--- src/rtl/ram_seq_ctrl.sv ---
// rtl/ram_seq_ctrl.sv - fill/scan sequencer driving a single-port RAM; optional readback check under RAM_SEQ_VERIFY_EN
module ram_seq_ctrl #(
  parameter int ADDR_W   = 5,
  parameter int DATA_W   = 4,
  parameter int RATE_DIV = 50000000
) (
  input  logic              clock,
  input  logic              reset,
  input  logic              start_fill,
  input  logic              start_scan,
  input  logic              stop,
  input  logic              fill_mode,
  input  logic [DATA_W-1:0] fill_value,
  input  logic [DATA_W-1:0] ram_q,
  output logic [ADDR_W-1:0] ram_address,
  output logic [DATA_W-1:0] ram_data,
  output logic              ram_wren,
  output logic              busy,
  output logic              done,
  output logic              error,
  output logic [ADDR_W-1:0] err_addr
);

  localparam int CNT_W = (RATE_DIV > 1) ? $clog2(RATE_DIV) : 1;
  localparam logic [CNT_W-1:0] CNT_LAST = CNT_W'(RATE_DIV - 1);
  localparam logic [ADDR_W-1:0] ADDR_LAST = {ADDR_W{1'b1}};

`ifdef RAM_SEQ_VERIFY_EN
  typedef enum logic [1:0] {IDLE, FILL, SCAN, VERIFY} state_t;
`else
  typedef enum logic [1:0] {IDLE, FILL, SCAN} state_t;
`endif

  state_t            state, state_n;
  logic [ADDR_W-1:0] addr_n;
  logic [DATA_W-1:0] data_n;
  logic              wren_n;
  logic              done_n;
  logic [CNT_W-1:0]  cnt, cnt_n;
  logic              mode_q, mode_n;
  logic [DATA_W-1:0] base_q, base_n;

`ifdef RAM_SEQ_VERIFY_EN
  logic              err_q, err_n;
  logic [ADDR_W-1:0] err_addr_q, err_addr_n;
  logic [ADDR_W:0]   vcnt, vcnt_n;
  logic [ADDR_W-1:0] prev_addr;
`endif

  // Pattern word for an address; sum is truncated to DATA_W so it wraps naturally
  function automatic logic [DATA_W-1:0] pattern(input logic mode,
                                                input logic [DATA_W-1:0] base,
                                                input logic [ADDR_W-1:0] a);
    logic [DATA_W-1:0] a_t;
    a_t = DATA_W'(a);
    return mode ? base + a_t : base;
  endfunction

  assign busy = (state != IDLE);

`ifdef RAM_SEQ_VERIFY_EN
  assign error    = err_q;
  assign err_addr = err_addr_q;
`else
  assign error    = 1'b0;
  assign err_addr = '0;
  logic unused_q;
  assign unused_q = ^ram_q;
`endif

  // Next-state and next registered-output logic; stop overrides every request
  always_comb begin
    state_n = state;
    addr_n  = ram_address;
    data_n  = ram_data;
    wren_n  = 1'b0;
    done_n  = 1'b0;
    cnt_n   = cnt;
    mode_n  = mode_q;
    base_n  = base_q;
`ifdef RAM_SEQ_VERIFY_EN
    err_n      = err_q;
    err_addr_n = err_addr_q;
    vcnt_n     = vcnt;
`endif
    case (state)
      IDLE: begin
        if (stop) begin
          state_n = IDLE;
        end else if (start_fill) begin
          state_n = FILL;
          addr_n  = '0;
          wren_n  = 1'b1;
          data_n  = pattern(fill_mode, fill_value, '0);
          mode_n  = fill_mode;
          base_n  = fill_value;
`ifdef RAM_SEQ_VERIFY_EN
          err_n      = 1'b0;
          err_addr_n = '0;
`endif
        end else if (start_scan) begin
          state_n = SCAN;
          addr_n  = '0;
          cnt_n   = '0;
        end
      end
      FILL: begin
        if (stop) begin
          state_n = IDLE;
        end else if (ram_address == ADDR_LAST) begin
`ifdef RAM_SEQ_VERIFY_EN
          state_n = VERIFY;
          addr_n  = '0;
          vcnt_n  = '0;
`else
          state_n = IDLE;
          done_n  = 1'b1;
`endif
        end else begin
          addr_n = ram_address + 1'b1;
          data_n = pattern(mode_q, base_q, addr_n);
          wren_n = 1'b1;
        end
      end
      SCAN: begin
        if (stop) begin
          state_n = IDLE;
        end else if (cnt == CNT_LAST) begin
          cnt_n  = '0;
          addr_n = ram_address + 1'b1;
        end else begin
          cnt_n = cnt + 1'b1;
        end
      end
`ifdef RAM_SEQ_VERIFY_EN
      VERIFY: begin
        if (stop) begin
          state_n = IDLE;
        end else begin
          // ram_q in this cycle belongs to the address presented one cycle earlier
          if ((vcnt != '0) && !err_q &&
              (ram_q != pattern(mode_q, base_q, prev_addr))) begin
            err_n      = 1'b1;
            err_addr_n = prev_addr;
          end
          if (vcnt[ADDR_W]) begin
            state_n = IDLE;
            done_n  = 1'b1;
          end else begin
            vcnt_n = vcnt + 1'b1;
            if (ram_address != ADDR_LAST) begin
              addr_n = ram_address + 1'b1;
            end
          end
        end
      end
`endif
      default: begin
        state_n = IDLE;
      end
    endcase
  end

  // State and output registers with synchronous reset
  always_ff @(posedge clock) begin
    if (reset) begin
      state       <= IDLE;
      ram_address <= '0;
      ram_data    <= '0;
      ram_wren    <= 1'b0;
      done        <= 1'b0;
      cnt         <= '0;
      mode_q      <= 1'b0;
      base_q      <= '0;
    end else begin
      state       <= state_n;
      ram_address <= addr_n;
      ram_data    <= data_n;
      ram_wren    <= wren_n;
      done        <= done_n;
      cnt         <= cnt_n;
      mode_q      <= mode_n;
      base_q      <= base_n;
    end
  end

`ifdef RAM_SEQ_VERIFY_EN
  // Readback bookkeeping: sticky error, first failing address, delayed address
  always_ff @(posedge clock) begin
    if (reset) begin
      err_q      <= 1'b0;
      err_addr_q <= '0;
      vcnt       <= '0;
      prev_addr  <= '0;
    end else begin
      err_q      <= err_n;
      err_addr_q <= err_addr_n;
      vcnt       <= vcnt_n;
      prev_addr  <= ram_address;
    end
  end
`endif

endmodule

--- config.mk ---
export PLATFORM = sky130hd
export DESIGN_NAME = ram_seq_ctrl
export DESIGN_NICKNAME = d
export VERILOG_FILES = /design/src/rtl/ram_seq_ctrl.sv
export SDC_FILE = /design/constraint.sdc
export NUM_CORES = 1
export LEC_CHECK = 0
export ABC_AREA = 1
export CELL_PAD_IN_SITES_DETAIL_PLACEMENT = 2
export CELL_PAD_IN_SITES_GLOBAL_PLACEMENT = 2
export CORE_ASPECT_RATIO = 0.6
export CORE_MARGIN = 5
export CORE_UTILIZATION = 28
export CTS_CLUSTER_SIZE = 28
export DETAILED_ROUTE_END_ITERATION = 8
export HOLD_SLACK_MARGIN = 0.05
export PLACE_DENSITY_LB_ADDON = 0.1
export SYNTH_ARGS = -nofsm -noshare
export SYNTH_HDL_FRONTEND = slang
export SYNTH_SLANG_ARGS = --single-unit
--- constraint.sdc ---
create_clock -name clock -period 1.6 [get_ports clock]
set_input_delay 0.32 -clock clock [delete_from_list [all_inputs] [get_ports clock]]
set_output_delay 0.32 -clock clock [all_outputs]
set_load 0.1 [all_outputs]
[After elaboration in Yosys (flattened, before gate mapping)]
Index checks and enable logic that the tools add are counted.
Storage, ports and cells
  memories: 0
  register bits after elaboration: 44
  memory bits (writable): 0
  bits in read-only memories: 0
  latch bits: 0
Cells by class
  multipliers: 0
  reductions and logical operators: 11
  shift operators: 0
  $add $sub $neg: 3
  $lt $le $gt $ge: 0
  bitwise operators: 2
  multiplexer cells: 33
  equal/unequal tests: 16
  divide/modulo/power cells: 0
Operator list (count)
  26-bit 2-to-1 mux: 5
  26-bit one-hot mux with 2 select lines: 1
  5-bit 2-to-1 mux: 7
  26-bit by 1-bit adder with 26-bit output (second input constant): 1
  26-bit == test (second input constant): 1
  4-bit 2-to-1 mux: 5
  2-bit inequality test (second input constant): 9
  5-bit one-hot mux with 3 select lines: 1
  2-bit 2-to-1 mux: 6
  5-bit AND reduction: 2
  4-bit one-hot mux with 2 select lines: 1
  7-bit AND reduction: 1
  3-bit inequality test (second input constant): 2
  2-bit one-hot mux with 3 select lines: 1
  3-bit AND reduction: 2
  2-bit nonzero test: 3
  5-bit by 1-bit adder with 5-bit output (second input constant): 1
  5-bit == test (second input constant): 1
  1-bit 2-to-1 mux: 5
  4-bit adder: 1
  4-bit inequality test (second input constant): 1
  3-bit nonzero test: 1
  3-bit OR reduction: 1
  2-bit by 1-bit == test with 1-bit output (second input constant): 1
  other kinds (4): 5

[Depth between registers and ports, before layout]
  depth in word-level cells: 6
  mapped depth: 14
  depth with buffers taken out: 14

[Worst setup path after synthesis]
Ideal clock, no wire load.
  path kind: register to register
  start point: reg ram_address[0]
  end point: reg ram_data[3]
  required time: 1.530 ns
  setup time: 0.070 ns
  buffers on the path: 0
  path slack: -0.902 ns
  stages on the path, launching flop included: 15
  data arrival time: 2.432 ns
  cells stage by stage: dfxtp_1 > ha_1 > nand2_1 > inv_1 > nor2_1 > ha_1 > nand2_1 > nand2_1 > nor2_1 > nand2_1 > nand3_1 > nand2_1 > nand3_1 > nand2_1 > a21oi_1
Between the ends
  cells in the longest elaborated chain, start to end: 6
  elaborated cells on any way between the ends: 9
  those cells by class: 2 x add/sub; 2 x eq/ne; 4 x mux; 1 x reduce/logical
Ends and longest elaborated chain
  start: declaration: RTL line 15  | output logic [ADDR_W-1:0] ram_address,
  start signal: assignment: RTL line 177  | ram_address <= addr_n;
  5-bit by 1-bit adder with 5-bit output: RTL line 120  | addr_n = ram_address + 1'b1;
  4-bit adder: RTL line 56  | return mode ? base + a_t : base;
  4-bit 2-to-1 mux: RTL line 56
  4-bit 2-to-1 mux: RTL line 110  | end else if (ram_address == ADDR_LAST) begin
  4-bit 2-to-1 mux: RTL line 108  | if (stop) begin
  4-bit one-hot mux with 2 select lines: RTL line 86  | case (state)
  end signal: assignment: RTL line 178  | ram_data <= data_n;
  end: declaration: RTL line 16  | output logic [DATA_W-1:0] ram_data,
Several ways; a longest one is shown, not always the timed one. The select of a mux whose other input is x is not followed.
A chain may end at the register's enable or synchronous reset.

[Final worst setup path]
Same ends and word-level chain as after synthesis.

==> key figures <==
Status
  – Status: complete, but fails checks
  – Violated checks: setup timing

Synth
  – Top-count cell post-synth: nand2_1
  – Top cell type's share of synthesized area: 34.46%
  – Synth async-reset ratio: 0%
  – Commonest cells in the synthesized netlist: nand2_1, nor2_1, inv_1, dfxtp_1
  – Leading area contributor after synthesis: dfxtp_1
  – Syn_area_per_cell: between 6 and 7 um2
  – Synth warn: 0
  – Post-synth cell types: 31
  – Ranking of synthesized cells by area: dfxtp_1, nand2_1, nor2_1
  – Mapped Cells: ~370
  – Synth Flop Type: dfxtp_1
  – Post-synth design cell area: 0.002556 mm2
  – #FFs+latches synth: 44
  – EDFF count, synth: 0
  – Sequential fraction of the synthesis area: 34.46%

STA
  – Final slew viol count: 0
  – Crit path time final: about 1.9 ns
  – Final setup margin: -0.3468 ns
  – Layout Skew: ~0.0094 ns
  – Crit share post-route: 121.7%
  – Final setup violation count: 45
  – RSZ-0062 raised after global routing: yes
  – Maximum clock frequency: around 510 MHz
  – Final Hold Viols: 0

Global routing
  – First-pass GRT wire length: roughly 20000 um
  – Largest net degree at the start of global routing: 16
  – Number of global-route vias before repair: approximately 3300
  – GRT overflow: 0
  – GR Util All Layers: 23.19%
  – Initial antenna violation count: 0

Route
  – DR iter-0 viols: approximately 190
  – Detail Route Antenna Nets: 0
  – DR vias: approximately 3200
  – Final Routed Wirelength: approximately 16000 um
  – DRT Pass-1 Iters: 4
  – Vias/cell: 5.326
  – DR DRC count: 0
  – Post-DR wirelength/cell: between 20 and 30 um

Floorplanning
  – Die Y: between 80 and 90 um
  – Row count: 27
  – I/O Pins: 32
  – Die area: 0.01120 mm2
  – Core Area: 0.009054 mm2
  – Initial Utilization: 28.23%
  – Chip Width: approximately 130 um

Layout
  – Multi-input combinational cell area: around 0.0022 mm2
  – Non-Filler Instances: 610
  – Area growth syn-to-layout: 92.61%
  – Fill cells: 954
  – Fraction of layout cells with a size suffix above 1: 58.10%
  – N_diodes: 0
  – Reg area: slightly above 900 um2
  – Final #Nets: slightly above 500

Run
  – MaxCap Viol Count: 0

Clock network
  – H-tree depth: 2
  – Worst-Skew Late Latency: 0.31 ns
  – Clk root buf: clkbuf_16
  – Clk sinks: 44
  – Clock Tree Buf Depth: 2
  – Reg clk slew, reported paths: 0.07 ns
  – CTS tree: done
  – Inserted Clock Buffers: 5

Placed design
  – Cells after DPL: 560
  – Dpl hpwl: 7436 um
  – Port bufs: 21
  – Gpl congestion: 0.8471

Setup path
  – Worst path required time: approximately 1.8 ns
  – Critical Path AT: 2.18 ns
  – Crit path max fanout: 3
  – CP endpoint kind: register
  – Setup crit start kind: register
  – Critical path origin: ram_address[0]
  – Critical path class: register to register
  – RR Startpoint: ram_address[0]

Worst hold path
  – Hold WC Path Type: register to register
  – Hold path startpoint: cnt[0]

Power
  – P per Cell Area: between 800 and 900 mW/mm2
  – Max VDD drop: ~0.7 mV
  – LEAKAGE: 0.002028 uW
  – Power Total: approximately 4400 uW
[worst paths after layout]
| check | end | cells past startpoint | slack [ns] |
|---|---|---|---|
| max | ram_data[3] | 14 | -0.35 |
| min | cnt[0] | 2 | 0.52 |
| min reg2reg | cnt[0] | 2 | 0.52 |
| max reg2reg | ram_data[3] | 14 | -0.35 |
[where the power goes]
part           internal, uW  total, uW  switching [uW]
registers              1160       1260            95.3
clock network           580       1080             502
logic                   830       2070            1240
[per-stage QoR]
stage               hold slack, ns  setup slack, ns  cell area [um2]  util, %  TNS, ns
detailed placement          0.4866          -0.3402             3485    38.49   -9.245
finish                      0.5157          -0.3468             4923    54.38   -8.097
global route                0.5440          -0.4516             4923    54.38   -10.73
CTS                         0.4968          -0.1754             4270    47.17   -2.943
floorplan                   0.3891          -0.2463             2640        -  -0.9569
global placement            0.4636          -0.2403             3485    38.49   -7.140
[logic make-up after synthesis]
logic type | after synthesis | share of synthesized area, %
other | 1 | 0.1467
buffers and inverters | 60 | 10.62
AND/OR/NAND/NOR | 202 | 36.81
flip-flops | 44 | 34.46
adder cells (fa/ha/maj) | 11 | 5.678
AO/OA/AOI/OAI | 45 | 9.203
XOR/XNOR | 9 | 3.084
[worst max-delay path, cell delays in order, from the launching register on]
cell and delay [ns]:
dfxtp_4 0.36, ha_4 0.18, nand2_4 0.08, inv_2 0.06
nor2_4 0.11, ha_4 0.23, nand3_2 0.10, inv_1 0.08
nor2_2 0.13, nand2_2 0.11, nand3_1 0.08, nand2_1 0.07
nand3_1 0.09, nand2_1 0.07, a21oi_2 0.13
[placed cells by master (no fill, tap or decap), types with 9 or more instances in the layout]
cell | synthesis | final
nand2_2 | 5 | 13
dfxtp_2 | 0 | 13
nand3_1 | 18 | 9
a21oi_2 | 0 | 11
buf_12 | 0 | 16
nand2_4 | 1 | 12
buf_6 | 1 | 23
nand2_1 | 66 | 45
nor2_1 | 64 | 33
nor2_4 | 2 | 24
dfxtp_1 | 44 | 21
buf_4 | 10 | 67
clkdlybuf4s50_1 | 0 | 9
nor2_2 | 6 | 15
dfxtp_4 | 0 | 10
nand4_1 | 16 | 16
inv_1 | 45 | 34
[flip-flops by register name, indices dropped and copies added, names as in the netlist]
register / flops
base_q: 4
cnt: 26
ram_wren: 1
ram_data: 4
ram_address: 5
done: 1
state: 2
mode_q: 1
[cell type report]
class	instances	share of cell area [%]
timing repair buffer	120	25.84
sequential	44	18.98
timing repair inverter	1	0.1525
clock buffer	7	2.694
multi-input combinational	273	45.13
inverter	48	4.142
clock inverter	1	0.1017
tap	116	2.948
[layer usage]
layer	GRT usage [%]	vias to the layer above	routed length, um
met2	38.58	106	7535
li1	-	1436	-
met4	5.135	0	415
met3	4.217	35	763
met1	31.32	1672	7642
met5	0	-	0
[timing repair]
item | in CTS | in global routing
buffers inserted | 20 | 24
pin swaps | 43 | 63
endpoints found under the setup margin | 39 | 45
cloned | 4 | 1
resized for setup | 110 | 146
hold buffers | 0 | 0
Power figures use the tool's default switching activity.
